<file path="config.mk">
export PLATFORM = sky130hd
export DESIGN_NAME = rf_wb_arbiter_flat
export DESIGN_NICKNAME = d
export VERILOG_FILES = /design/src/rtl/rf_wb_if.sv /design/src/rtl/rf_wb_arbiter.sv /design/src/flat_wrapper.sv
export SDC_FILE = /design/constraint.sdc
export NUM_CORES = 1
export LEC_CHECK = 0
export CORE_MARGIN = 1.5
export CORE_UTILIZATION = 52
export CTS_CLUSTER_SIZE = 8
export DETAILED_ROUTE_END_ITERATION = 12
export GPL_TIMING_DRIVEN = 0
export PLACE_DENSITY = 0.85
export SYNTH_ARGS = -nofsm -noshare
export SYNTH_HDL_FRONTEND = slang
export SYNTH_SLANG_ARGS = --single-unit
</file>
<file path="constraint.sdc">
create_clock -name clk -period 7.75 [get_ports clk]
set_input_delay 1.55 -clock clk [delete_from_list [all_inputs] [get_ports clk]]
set_output_delay 1.55 -clock clk [all_outputs]
set_load 0.005 [all_outputs]
</file>
<file path="src/rtl/rf_wb_if.sv">
// Write-side bus between the decode/pipeline/long-latency unit and rf_wb_arbiter.
// DEPTH sizes fifo_count and must match the arbiter's DEPTH.
interface rf_wb_if #(
   parameter int unsigned DEPTH = 2
);
   localparam int unsigned CW = $clog2(DEPTH) + 1;

   logic          pipe_wr;
   logic [4:0]    pipe_addr;
   logic [31:0]   pipe_data;
   logic          lu_valid;
   logic          lu_ready;
   logic [4:0]    lu_addr;
   logic [31:0]   lu_data;
   logic          issue_valid;
   logic [4:0]    issue_addr;
   logic [31:0]   busy_mask;
   logic          stall_req;
   logic          rf_wr;
   logic [4:0]    rf_addr;
   logic [31:0]   rf_data;
   logic [CW-1:0] fifo_count;

   modport master (
      output pipe_wr, pipe_addr, pipe_data, lu_valid, lu_addr, lu_data,
             issue_valid, issue_addr,
      input  lu_ready, busy_mask, stall_req, rf_wr, rf_addr, rf_data, fifo_count
   );

   modport slave (
      input  pipe_wr, pipe_addr, pipe_data, lu_valid, lu_addr, lu_data,
             issue_valid, issue_addr,
      output lu_ready, busy_mask, stall_req, rf_wr, rf_addr, rf_data, fifo_count
   );
endinterface

</file>
<file path="src/rtl/rf_wb_arbiter.sv">
// Merges pipeline writeback and buffered long-latency results onto the register-file write port.
// Optional WB_BYPASS_EN: an accepted result into an empty, uncontended FIFO goes straight to rf_*.
module rf_wb_arbiter #(
   parameter int unsigned DEPTH        = 2,
   parameter int unsigned STARVE_LIMIT = 4
) (
   input  logic    clk,
   input  logic    reset,
   rf_wb_if.slave  bus
);
   localparam int unsigned AW = $clog2(DEPTH);
   localparam int unsigned CW = AW + 1;
   localparam int unsigned SW = $clog2(STARVE_LIMIT + 1);

   logic [4:0]    mem_addr [DEPTH];
   logic [31:0]   mem_data [DEPTH];
   logic [AW-1:0] wr_ptr_q, rd_ptr_q, wr_ptr_d, rd_ptr_d;
   logic [CW-1:0] count_q, count_d;
   logic [SW-1:0] starve_q, starve_d;
   logic          stall_q, stall_d;
   logic [31:0]   busy_q, busy_d;
   logic          rf_wr_q, rf_wr_d;
   logic [4:0]    rf_addr_q, rf_addr_d;
   logic [31:0]   rf_data_q, rf_data_d;

   logic pipe_eff, empty, lu_ready_c, lu_xfer, bypass, push, pop;
   logic [4:0]  head_addr;
   logic [31:0] head_data;

   assign pipe_eff   = bus.pipe_wr && (bus.pipe_addr != 5'd0);
   assign empty      = (count_q == '0);
   assign lu_ready_c = (count_q < CW'(DEPTH));
   assign lu_xfer    = bus.lu_valid && lu_ready_c;
   assign head_addr  = mem_addr[rd_ptr_q];
   assign head_data  = mem_data[rd_ptr_q];

`ifdef WB_BYPASS_EN
   assign bypass = empty && !pipe_eff && lu_xfer && (bus.lu_addr != 5'd0);
`else
   assign bypass = 1'b0;
`endif

   // $0 results are accepted but never stored; the pipeline always has priority over a pop.
   assign push = lu_xfer && (bus.lu_addr != 5'd0) && !bypass;
   assign pop  = !pipe_eff && !empty;

   always_comb begin
      wr_ptr_d  = wr_ptr_q;
      rd_ptr_d  = rd_ptr_q;
      count_d   = count_q;
      starve_d  = starve_q;
      busy_d    = busy_q;
      rf_wr_d   = 1'b0;
      rf_addr_d = rf_addr_q;
      rf_data_d = rf_data_q;

      if (push) wr_ptr_d = wr_ptr_q + AW'(1);
      if (pop)  rd_ptr_d = rd_ptr_q + AW'(1);
      case ({push, pop})
         2'b10:   count_d = count_q + CW'(1);
         2'b01:   count_d = count_q - CW'(1);
         default: count_d = count_q;
      endcase

      // Counter saturates at the limit; any pop or an empty FIFO restarts it.
      if (pop || empty)
         starve_d = '0;
      else if (starve_q < SW'(STARVE_LIMIT))
         starve_d = starve_q + SW'(1);

      if (pipe_eff) begin
         rf_wr_d   = 1'b1;
         rf_addr_d = bus.pipe_addr;
         rf_data_d = bus.pipe_data;
      end else if (bypass) begin
         rf_wr_d   = 1'b1;
         rf_addr_d = bus.lu_addr;
         rf_data_d = bus.lu_data;
      end else if (pop) begin
         rf_wr_d   = 1'b1;
         rf_addr_d = head_addr;
         rf_data_d = head_data;
      end

      // Clears are applied before the set so a same-cycle reissue keeps the register busy.
      if (pop)    busy_d[head_addr]   = 1'b0;
      if (bypass) busy_d[bus.lu_addr] = 1'b0;
      if (bus.issue_valid && (bus.issue_addr != 5'd0)) busy_d[bus.issue_addr] = 1'b1;
      busy_d[0] = 1'b0;

      stall_d = (starve_d >= SW'(STARVE_LIMIT));
   end

   always_ff @(posedge clk) begin
      if (reset) begin
         wr_ptr_q  <= '0;
         rd_ptr_q  <= '0;
         count_q   <= '0;
         starve_q  <= '0;
         stall_q   <= 1'b0;
         busy_q    <= '0;
         rf_wr_q   <= 1'b0;
         rf_addr_q <= '0;
         rf_data_q <= '0;
      end else begin
         wr_ptr_q  <= wr_ptr_d;
         rd_ptr_q  <= rd_ptr_d;
         count_q   <= count_d;
         starve_q  <= starve_d;
         stall_q   <= stall_d;
         busy_q    <= busy_d;
         rf_wr_q   <= rf_wr_d;
         rf_addr_q <= rf_addr_d;
         rf_data_q <= rf_data_d;
      end
   end

   // Storage is not reset; occupancy is tracked by the pointers and count.
   always_ff @(posedge clk) begin
      if (push && !reset) begin
         mem_addr[wr_ptr_q] <= bus.lu_addr;
         mem_data[wr_ptr_q] <= bus.lu_data;
      end
   end

   assign bus.lu_ready   = lu_ready_c;
   assign bus.busy_mask  = busy_q;
   assign bus.stall_req  = stall_q;
   assign bus.rf_wr      = rf_wr_q;
   assign bus.rf_addr    = rf_addr_q;
   assign bus.rf_data    = rf_data_q;
   assign bus.fifo_count = count_q;
endmodule
</file>
<file path="src/flat_wrapper.sv">
// flat-port wrapper written by rule: the top's interface ports become plain ports
module rf_wb_arbiter_flat 
#(
   parameter int unsigned DEPTH        = 2,
   parameter int unsigned STARVE_LIMIT = 4
)
  (clk, reset, bus_pipe_wr, bus_pipe_addr, bus_pipe_data, bus_lu_valid, bus_lu_addr, bus_lu_data, bus_issue_valid, bus_issue_addr, bus_lu_ready, bus_busy_mask, bus_stall_req, bus_rf_wr, bus_rf_addr, bus_rf_data, bus_fifo_count);
  rf_wb_if #(.DEPTH(DEPTH)) bus_i ();
  input  logic clk;
  input  logic reset;
  input wire logic [$bits(bus_i.pipe_wr)-1:0] bus_pipe_wr;
  input wire logic [$bits(bus_i.pipe_addr)-1:0] bus_pipe_addr;
  input wire logic [$bits(bus_i.pipe_data)-1:0] bus_pipe_data;
  input wire logic [$bits(bus_i.lu_valid)-1:0] bus_lu_valid;
  input wire logic [$bits(bus_i.lu_addr)-1:0] bus_lu_addr;
  input wire logic [$bits(bus_i.lu_data)-1:0] bus_lu_data;
  input wire logic [$bits(bus_i.issue_valid)-1:0] bus_issue_valid;
  input wire logic [$bits(bus_i.issue_addr)-1:0] bus_issue_addr;
  output wire logic [$bits(bus_i.lu_ready)-1:0] bus_lu_ready;
  output wire logic [$bits(bus_i.busy_mask)-1:0] bus_busy_mask;
  output wire logic [$bits(bus_i.stall_req)-1:0] bus_stall_req;
  output wire logic [$bits(bus_i.rf_wr)-1:0] bus_rf_wr;
  output wire logic [$bits(bus_i.rf_addr)-1:0] bus_rf_addr;
  output wire logic [$bits(bus_i.rf_data)-1:0] bus_rf_data;
  output wire logic [$bits(bus_i.fifo_count)-1:0] bus_fifo_count;
  assign bus_i.pipe_wr = bus_pipe_wr;
  assign bus_i.pipe_addr = bus_pipe_addr;
  assign bus_i.pipe_data = bus_pipe_data;
  assign bus_i.lu_valid = bus_lu_valid;
  assign bus_i.lu_addr = bus_lu_addr;
  assign bus_i.lu_data = bus_lu_data;
  assign bus_i.issue_valid = bus_issue_valid;
  assign bus_i.issue_addr = bus_issue_addr;
  assign bus_lu_ready = bus_i.lu_ready;
  assign bus_busy_mask = bus_i.busy_mask;
  assign bus_stall_req = bus_i.stall_req;
  assign bus_rf_wr = bus_i.rf_wr;
  assign bus_rf_addr = bus_i.rf_addr;
  assign bus_rf_data = bus_i.rf_data;
  assign bus_fifo_count = bus_i.fifo_count;
  rf_wb_arbiter #(.DEPTH(DEPTH), .STARVE_LIMIT(STARVE_LIMIT)) u_core (.clk(clk), .reset(reset), .bus(bus_i));
endmodule
</file>
# Word-level counts from Yosys, hierarchy flattened
# Memory sizes are Yosys's and may differ from the RTL's. A register that Yosys moved wholly into a read port is not among the register bits.
# Cells that the tools add are included.
[word_totals] regBits=78 mem_count=2 ram_bits=74 out_inout_bits=74 inputBits=84 wordCells=68
[mem_list] name="u_core.mem_data" words=2 word_bits=32 read_ports=1 rd_clocked_by_memory_dff=1 wr=1 line_no="rf_wb_arbiter.sv:16" source="logic [31:0] mem_data [DEPTH];"
[mem_list] name="u_core.mem_addr" words=2 word_bits=5 read_ports=1 rd_clocked_by_memory_dff=1 wr=1 line_no="rf_wb_arbiter.sv:15" source="logic [4:0] mem_addr [DEPTH];"
[op_classes] n_eq_ne=2 muxes=21 n_bitwise=3 add_sub_neg=5 reduce_logical=18 n_lt_le_gt_ge=7
[op_table] operator="32-bit 2-to-1 mux" count=4
[op_table] operator="32-bit bitwise AND" count=1
[op_table] operator="32-bit NOT" count=1
[op_table] operator="32-bit OR" count=1
[op_table] operator="5-bit nonzero test" count=3
[op_table] operator="5-bit by 6-bit less-than comparator with 1-bit output (second input constant)" count=2
[op_table] operator="1-bit demux with 5-bit select" count=2
[op_table] operator="5-bit by 1-bit greater-or-equal comparator with 1-bit output (second input constant)" count=2
[op_table] operator="1-bit 2-to-1 mux" count=10
[op_table] operator="5-bit 2-to-1 mux" count=2
[op_table] operator="1-bit logical AND" count=8
[op_table] operator="3-bit 2-to-1 mux" count=2
[op_table] operator="2-bit case mux with 2 select lines" count=1
[op_table] operator="2-bit nonzero test" count=2
[op_table] operator="3-bit by 1-bit adder with 3-bit output (second input constant)" count=1
[op_table] operator="3-bit greater-or-equal comparator (second input constant)" count=1
[op_table] operator="1-bit logical NOT" count=3
[op_table] operator="3-bit less-than comparator (second input constant)" count=1
[op_table] operator="1-bit adder (second input constant)" count=2
[op_table] operator="2-bit by 1-bit adder with 2-bit output (second input constant)" count=1
[op_table] operator="2-bit by 1-bit == test with 1-bit output (second input constant)" count=1
[op_table] operator="2-bit == test (second input constant)" count=1
[op_table] operator="2-bit logical NOT" count=1
[op_table] operator="2-bit less-than comparator (second input constant)" count=1
[op_table] operator="2 further kinds" count=2

# Depth between registers and ports, before layout
# Gate-level depths: netlist of run 1.
[logic_depth] ltp_word=9 mapped_depth=9 ltp_nobuf=7

# Least setup slack after synthesis of run 1
# Ideal clock, no wire load.
[synth_timing] path_kind="input-to-reg" from="in reset" to="mem u_core.mem_addr[1][0] (enable)" path_buffers=2 stages=3 t_arrival_ns=4.687 t_required_ns=7.265 path_slack_ns=2.578 setup_ns=0.485 cell_sequence="clkbuf_1 > clkbuf_1 > nor3b_1"
[synth_between] elab_chain_len=4
[synth_lines] element="from (decl)" line_no="flat_wrapper.sv:10" source="input logic reset;"
[synth_lines] element="1-bit logical NOT" line_no="rf_wb_arbiter.sv:120" source="if (push && !reset) begin"
[synth_lines] element="1-bit logical AND" line_no="rf_wb_arbiter.sv:120"
[synth_lines] element="1-bit 2-to-1 mux" line_no="rf_wb_arbiter.sv:120"
[synth_lines] element="1-bit 2-to-1 mux (implied by the code)" line_no="rf_wb_arbiter.sv:121" source="mem_addr[wr_ptr_q] <= bus.lu_addr;"
[synth_lines] element="to (decl)" line_no="rf_wb_arbiter.sv:15"
# No other way between the ends.

# Worst setup path after layout of run 1
[layout_timing] from="in bus_pipe_addr[2]" to="reg u_core.count_q[1] (netlist: u_core.bus.fifo_count[1])"
[layout_between] elab_chain_len=6 elab_cells_between_ends=8 classes_between="eq/ne: 2; mux: 1; reduce/logical: 5"
[layout_lines] element="from (decl)" line_no="flat_wrapper.sv:12" source="input wire logic [$bits(bus_i.pipe_addr)-1:0] bus_pipe_addr;"
[layout_lines] element="5-bit nonzero test (*)" line_no="rf_wb_arbiter.sv:30" source="assign pipe_eff = bus.pipe_wr && (bus.pipe_addr != 5'd0);"
[layout_lines] element="1-bit logical AND (*)" line_no="rf_wb_arbiter.sv:30"
[layout_lines] element="1-bit logical NOT (*)" line_no="rf_wb_arbiter.sv:45" source="assign pop = !pipe_eff && !empty;"
[layout_lines] element="1-bit logical AND (*)" line_no="rf_wb_arbiter.sv:45"
[layout_lines] element="2-bit by 1-bit == test with 1-bit output / 2-bit == test (equally long branches)" line_no="rf_wb_arbiter.sv:59" source="case ({push, pop})"
[layout_lines] element="2-bit case mux with 2 select lines / 2-bit nonzero test (equally long branches)"
[layout_lines] element="to (signal assigned)" line_no="rf_wb_arbiter.sv:108" source="count_q <= count_d;"
[layout_lines] element="to (decl)" line_no="rf_wb_arbiter.sv:18" source="logic [CW-1:0] count_q, count_d;"
# Mark *: on every way between the ends. The rest lies on a longest branch, timed or not.
# A chain may end at the register's enable or synchronous reset.

==> impl_metrics.csv, run 1 <==
group,metric,value,unit
floorplan,die_x,110.6,um
setup_path,crit_buf_inv,3,
clock_network,worstSkewPairLatency,0.42,ns
synthesis,seq_area_frac_synth,62.52,%
setup_path,arrival,4.23,ns
route,routedWlPerCell,18.36,um
clock_network,cts-htree-levels,4,
route,viasPerCell,5.787,
route,firstDrtPassIters,7,
worst_hold_path,hp-start,"u_core.bus.busy_mask[23]$_SDFF_PP0_",
route,antenna_left,0,
sta,setup_viol,0,
setup_path,crit_cells,9,
power,intPower,1.715,mW
synthesis,syn_inst,543,
global_route,grt_pass1_wl,25390,um
sta,worst_pin_slew,0.7989,ns
sta,fin_crit,3.890,ns
setup_path,worst-path-max-fanout,10,
route,vias,5075,
flow_run,cap_violations,0,
floorplan,coreArea,11370,um2
route,drt_iter0_drc,545,
synthesis,syn-cell-area,6020,um2
setup_path,worst_path_max_delay_cell,"or4_1",
route,wirelength,16110,um
power,p_sw_share,29.62,%
synthesis,synth_simple_gate_area_share,13.45,%
outcome,outcome,"complete, no violations",
setup_path,crit_start,"bus_pipe_addr[2]",
cells_and_area,nets,807,
clock_network,clock-sinks,151,
clock_network,clk_pin_slew,0.06,ns
cells_and_area,area_growth,39.85,%
synthesis,synth_top_family_by_area,"simple AND/OR/NAND/NOR gates",
sta,slew_viol_final,0,
floorplan,rows,39,
setup_path,path_cells,"clkdlybuf4s50_1, or4_1, o21a_1, buf_6, clkbuf_1, nor2_1, ha_1, or3_1, a21oi_1",
sta,finalCritPeriodShare,50.20,%
power,clkPwrFrac,34.2,%
global_route,grt_max_degree,17,
setup_path,worstSetupStartpointType,"input pin",
synthesis,synthXorXnorAreaFrac,0.5820,%
synthesis,synthTopCellsByArea,"edfxtp_1 37%, dfxtp_1 26%, mux2i_1 6.3%, nand2_1 6.0%, a21oi_1 5.2%",
floorplan,start_util,52.94,%
clock_network,clockBufferDepth,2,
synthesis,ys_types,36,
worst_hold_path,holdPathStages,2,
clock_network,cts_tree,"done",
sta,hold_violations,0,
synthesis,synthAdderAreaFrac,0.4157,%
global_route,grt_pass1_vias,5017,
sta,fmax,0.2571,GHz
cells_and_area,layout.cells.non_filler,877,
cells_and_area,fillers,763,
cells_and_area,ff_latch_area,3764,um2
global_route,grt.total_usage,26.57,%
cells_and_area,multi_input_area,2078,um2
place,hpwl,11640,um
cells_and_area,final_cell_mix,"153 x clkdlybuf4s50_1, 97 x nand2_1, 77 x dfxtp_1",
route,drc,0,
synthesis,synth_seq_cells,151,
cells_and_area,n_antenna_cell,0,
sta,rsz0062_at_grt,"no",
synthesis,synth_top_cell_by_area,"edfxtp_1",
setup_path,end_kind,"register",
floorplan,die_y,110.6,um
synthesis,synth_compound_area_share,12.97,%
setup_path,crit_type,"in -> reg",
power,leakage,2.822,nW
floorplan,dieArea,12230,um2
synthesis,avgSynthCellArea,11.09,um2
global_route,gr-total-overflow,0,
setup_path,required,8.09,ns
clock_network,cts_hold_buf,0,
setup_path,r2r_cells,7,
place,place_inst,845,
cells_and_area,drive_above_1_share,7.221,%
power,p_comb_share,25.7,%
sta,tns,0,ns
sta,skew,0.007865,ns
synthesis,syn_nets,629,
place,port_buffers,153,
synthesis,synth.area.mux_share,6.880,%
clock_network,cts_setup_buffers,0,
power,pwr_density_cell,289.5,nW/um2
place,place_congestion,0.8992,
sta,layout_setup_ws,3.860,ns
floorplan,io_pins,158,
place,place_ws,3.474,ns
global_route,antenna_found_initial,0,
clock_network,cts-buffers-inserted,17,
power,vdd_drop_max,0.1786,mV
power,power_switching,721.8,uW
synthesis,synth.top_cell.area_share,36.92,%
worst_hold_path,hold_class,"reg -> reg",
cells_and_area,mostFrequentLayoutCell,"clkdlybuf4s50_1",
setup_path,path_delay_family,"simple AND/OR/NAND/NOR gates",
setup_path,cp_slowest_stage_delay,0.58,ns
clock_network,clockRootBuffer,"clkbuf_16",
synthesis,yosys_warnings,0,
clock_network,cts_resized,0,
power,p_seq_share,40.1,%
sta,relSlewSlack,46.51,%
==> worst reg2reg max path, cell delays in order (launching register included) <==
cell	delay [ns]
dfxtp_1	0.30
buf_2	0.16
buf_6	0.17
mux2i_1	0.27
clkbuf_1	0.40
nand3_1	0.32
nor4_1	0.33
nor3_1	0.10
==> path summary, 6_finish.rpt <==
| path | endpoint | slack [ns] |
|---|---|---|
| min reg2reg | u_core.bus.busy_mask[23]$_SDFF_PP0_ | 0.47 |
| max | u_core.bus.fifo_count[1]$_SDFFE_PP0P_ | 3.86 |
| max reg2reg | u_core.bus.busy_mask[10]$_SDFF_PP0_ | 5.56 |
| min | u_core.bus.busy_mask[23]$_SDFF_PP0_ | 0.47 |
==> state kept, by name (all words and copies together) (netlist names), named ones only <==
| register | cells |
|---|---|
| u_core.bus.fifo_count | 2 |
| u_core.bus.rf_data | 32 |
| u_core.bus.rf_wr | 1 |
| u_core.starve_q | 2 |
| u_core.mem_addr | 10 |
| u_core.bus.busy_mask | 31 |
| u_core.bus.stall_req | 1 |
| u_core.rd_ptr_q | 1 |
| u_core.wr_ptr_q | 1 |
| u_core.mem_data | 64 |
| u_core.bus.rf_addr | 5 |
==> power by group through the flow <==
stage / combinational, mW / clock [mW] / sequential (mW)
after floorplan: 0.344 / 0 / 0.990
after global placement: 0.586 / 0 / 0.992
after detailed placement: 0.617 / 0 / 0.991
after CTS: 0.623 / 0.837 / 0.976
after global routing: 0.678 / 0.870 / 0.984
final: 0.626 / 0.834 / 0.977
==> metal layers <==
metal  up-vias  global-route usage, %  part of all wire (%)
li1       2360                      -                     -
met1      2386                  30.79                    38
met2       271                  46.05                    51
met3        58                  7.080                   7.4
met4         0                  12.05                   3.4
met5         -                      0                     0
==> layout make-up <==
class	count	share of cell area, %
repair buffers	159	19.08
inverters	1	0.04459
plain buffers	39	2.185
clock buffers	18	5.098
multi-input cells	352	24.69
flip-flops and latches	151	44.71
clock inverters	14	2.066
well taps	143	2.125
==> kinds of logic after synthesis <==
group	after synthesis
adder cells (fa/ha/maj)	2
multiplexers	41
flip-flops	151
AO/OA/AOI/OAI	125
XOR/XNOR	4
other	1
buffers and inverters	40
AND/OR/NAND/NOR	179
==> synthesized netlist by cell type <==
master / number
nand2_1: 97
dfxtp_1: 77
edfxtp_1: 74
a21oi_1: 62
mux2i_1: 38
o211ai_1: 38
nor2_1: 26
clkbuf_1: 22
o31ai_1: 17
nor3_1: 13
nor4_1: 13
buf_2: 9
or3_1: 9
nand3_1: 6
buf_1: 4
o41ai_1: 4
buf_6: 3
mux2_2: 3
nor3b_1: 3
xor2_1: 3
ha_1: 2
nand2b_1: 2
nand4bb_1: 2
nor2b_1: 2
o21ai_0: 2
or4_1: 2
and2_1: 1
buf_4: 1
conb_1: 1
inv_1: 1
nand4b_1: 1
nor4b_1: 1
o21a_1: 1
o21ai_1: 1
or2_0: 1
xnor2_1: 1
==> metrics by stage <==
step / area [um2] / total power, mW / hold WS, ns / utilization [%]
after detailed placement: 7815 / 1.608 / 0.4622 / 68.74
final: 8418 / 2.437 / 0.4700 / 74.04
after CTS: 8418 / 2.436 / 0.4706 / 74.04
after global placement: 7730 / 1.578 / 0.4572 / 67.99
after floorplan: 6020 / 1.333 / 0.4589 / -
after global routing: 8418 / 2.533 / 0.4980 / 74.04
(Power assumes the default switching activity.)
==> inputs of run 2 (changes only) <==
--- a/config.mk
+++ b/config.mk
@@ -6,11 +6,11 @@
 export NUM_CORES = 1
 export LEC_CHECK = 0
 export CORE_MARGIN = 1.5
-export CORE_UTILIZATION = 52
+export CORE_UTILIZATION = 49
 export CTS_CLUSTER_SIZE = 8
 export DETAILED_ROUTE_END_ITERATION = 12
 export GPL_TIMING_DRIVEN = 0
-export PLACE_DENSITY = 0.85
+export PLACE_DENSITY = 0.8
 export SYNTH_ARGS = -nofsm -noshare
 export SYNTH_HDL_FRONTEND = slang
 export SYNTH_SLANG_ARGS = --single-unit
==> constraint.sdc (replaced) <==
create_clock -name clk -period 4 [get_ports clk]
set_input_delay 0.8 -clock clk [delete_from_list [all_inputs] [get_ports clk]]
set_output_delay 0.8 -clock clk [all_outputs]
set_load 0.005 [all_outputs]
==> run 2 against run 1 <==
Net effect: die area rose by 6.0%; non-clock buffer count decreased by 2; sequential share of layout area is 0.80 points lower; combinational power is 95% higher; utilization shrank 2.7 points; largest power group is now clock; final cell count up 0.23%; count of clock-buffer cells in the layout increased by 1; largest cell class unchanged; global-route usage decreased by 0.74 points; critical endpoint unchanged; critical path type unchanged; flip-flop and latch count did not move.
==> impl_metrics.csv, run 2 (same netlist as run 1, synthesis figures left out) <==
group,metric,value,unit
outcome,outcome,"complete, no violations",
cells_and_area,max_flop_register,"u_core.mem_data",
clock_network,clock-sinks,151,
floorplan,io_pins,158,
power,pwr_density_cell,595.8,nW/um2
route,drc,0,
clock_network,cts_tree,"done",
global_route,grt.total_usage,25.84,%
floorplan,coreArea,12010,um2
power,leakage,2.885,nW
power,p_sw_share,27.25,%
power,intPower,3.715,mW
power,clkPwrFrac,39.0,%
setup_path,cp_slowest_stage_delay,0.57,ns
clock_network,clk_pin_slew,0.06,ns
setup_path,path_delay_family,"simple AND/OR/NAND/NOR gates",
flow_run,cap_violations,0,
setup_path,worst-path-max-fanout,10,
route,vias,5038,
sta,hold_violations,0,
clock_network,cts_setup_buffers,0,
setup_path,crit_start,"bus_pipe_addr[2]",
place,hpwl,11600,um
setup_path,required,4.35,ns
clock_network,cts_hold_buf,0,
global_route,antenna_found_initial,0,
sta,rsz0062_at_grt,"no",
cells_and_area,final_cell_mix,"153 x clkdlybuf4s50_1, 97 x nand2_1, 77 x dfxtp_1",
cells_and_area,largest_reg_flops,64,
clock_network,clockBufferDepth,2,
floorplan,rows,40,
cells_and_area,nets,805,
cells_and_area,n_antenna_cell,0,
sta,fmax,0.3214,GHz
setup_path,worstSetupStartpointType,"input pin",
clock_network,clockRootBuffer,"clkbuf_16",
route,antenna_left,0,
cells_and_area,drive_above_1_share,7.240,%
clock_network,cts_resized,0,
global_route,gr-total-overflow,0,
clock_network,cts-htree-levels,4,
sta,relSlewSlack,56.63,%
floorplan,start_util,50.11,%
power,vdd_drop_max,0.4703,mV
power,p_seq_share,37.1,%
floorplan,dieArea,12960,um2
setup_path,crit_buf_inv,3,
floorplan,die_y,113.8,um
cells_and_area,utilization,71.35,%
global_route,grt_pass1_vias,5118,
setup_path,path_cells,"clkdlybuf4s50_1, or4_1, o21a_1, buf_6, clkbuf_1, nor2_1, ha_1, or3_1, a21oi_1",
cells_and_area,mostFrequentLayoutCell,"clkdlybuf4s50_1",
place,place_congestion,0.8958,
clock_network,cts-buffers-inserted,17,
cells_and_area,area_growth,42.38,%
power,p_comb_share,23.9,%
sta,fin_crit,3.111,ns
power,power_switching,1.392,mW
place,port_buffers,153,
clock_network,worstSkewPairLatency,0.43,ns
setup_path,rrSetupSlack,1.84,ns
route,wirelength,16410,um
sta,hold_slack,0.4760,ns
sta,skew,0.005496,ns
floorplan,die_x,113.8,um
route,viasPerCell,5.732,
global_route,grt_pass1_wl,25520,um
route,firstDrtPassIters,5,
route,drt_iter0_drc,371,
worst_hold_path,hold_class,"reg -> reg",
setup_path,crit_type,"in -> reg",
route,routedWlPerCell,18.67,um
sta,setup_viol,0,
setup_path,worst_path_max_delay_cell,"or4_1",
worst_hold_path,hp-start,"u_core.bus.busy_mask[31]$_SDFF_PP0_",
setup_path,arrival,3.46,ns
sta,slew_viol_final,0,
sta,finalCritPeriodShare,77.78,%
setup_path,end_kind,"register",
sta,worst_pin_slew,0.6477,ns
global_route,grt_max_degree,21,
[run 2: changes by cell type in the layout (fill, tap and decap cells not counted), sizes merged]
| cell | before | now |
|---|---|---|
| buf | 23 | 21 |
| clkinvlp | 2 | 3 |
| clkbuf | 40 | 41 |
| bufinv | 3 | 9 |
| clkinv | 6 | 1 |
| inv | 4 | 1 |
[run 2: final timing paths]
path,end,depth (start not counted)
setup / recovery,u_core.bus.fifo_count[1]$_SDFFE_PP0P_,9
hold / removal,u_core.bus.busy_mask[31]$_SDFF_PP0_,2
setup reg to reg,u_core.bus.busy_mask[2]$_SDFF_PP0_,7
hold reg to reg,u_core.bus.busy_mask[31]$_SDFF_PP0_,2
[run 2: cell type report]
type	instances	area (um2)
tap	147	183.9
clock inverter	13	297.8
sequential	151	3764
buffer	39	183.9
inverter	1	3.754
fill	845	3441
multi-input combinational	352	2091
timing repair buffer	157	1604
clock buffer	19	442.9
[run 2: routing by layer]
metal | GRT usage, % | vias up | part of all wire [%] | wire (um)
li1 | - | 2345 | - | -
met1 | 29.75 | 2414 | 38 | 6300
met2 | 45.10 | 233 | 52 | 8475
met3 | 5.898 | 46 | 6.5 | 1067
met4 | 13.33 | 0 | 3.4 | 565
met5 | 0 | - | 0 | 0
[run 2: through the flow]
stage	std cells	TNS (ns)	setup WS (ns)	power (mW)	area [um2]
after CTS	879	0	0.9117	5.106	8571
after global placement	843	-36.72	-0.5200	3.060	7745
after floorplan	543	0	0.8882	2.582	6030
final	879	0	0.8887	5.107	8571
after global routing	879	0	0.7769	5.295	8571
after detailed placement	847	0	0.4821	3.122	7830
[run 2: power groups by stage]
stage	registers, mW	clock network (mW)	logic, mW
6_report	1.89	1.99	1.22
5_1_grt	1.91	2.06	1.32
4_1_cts	1.89	1.99	1.22
3_5_place_dp	1.92	0	1.20
3_3_place_gp	1.92	0	1.14
2_1_floorplan	1.91	0	0.668
[run 2: tightest hold or removal path, stage by stage (launching register included)]
cell and delay [ns]:
dfxtp_1 0.31, o31ai_1 0.06, a21oi_1 0.06
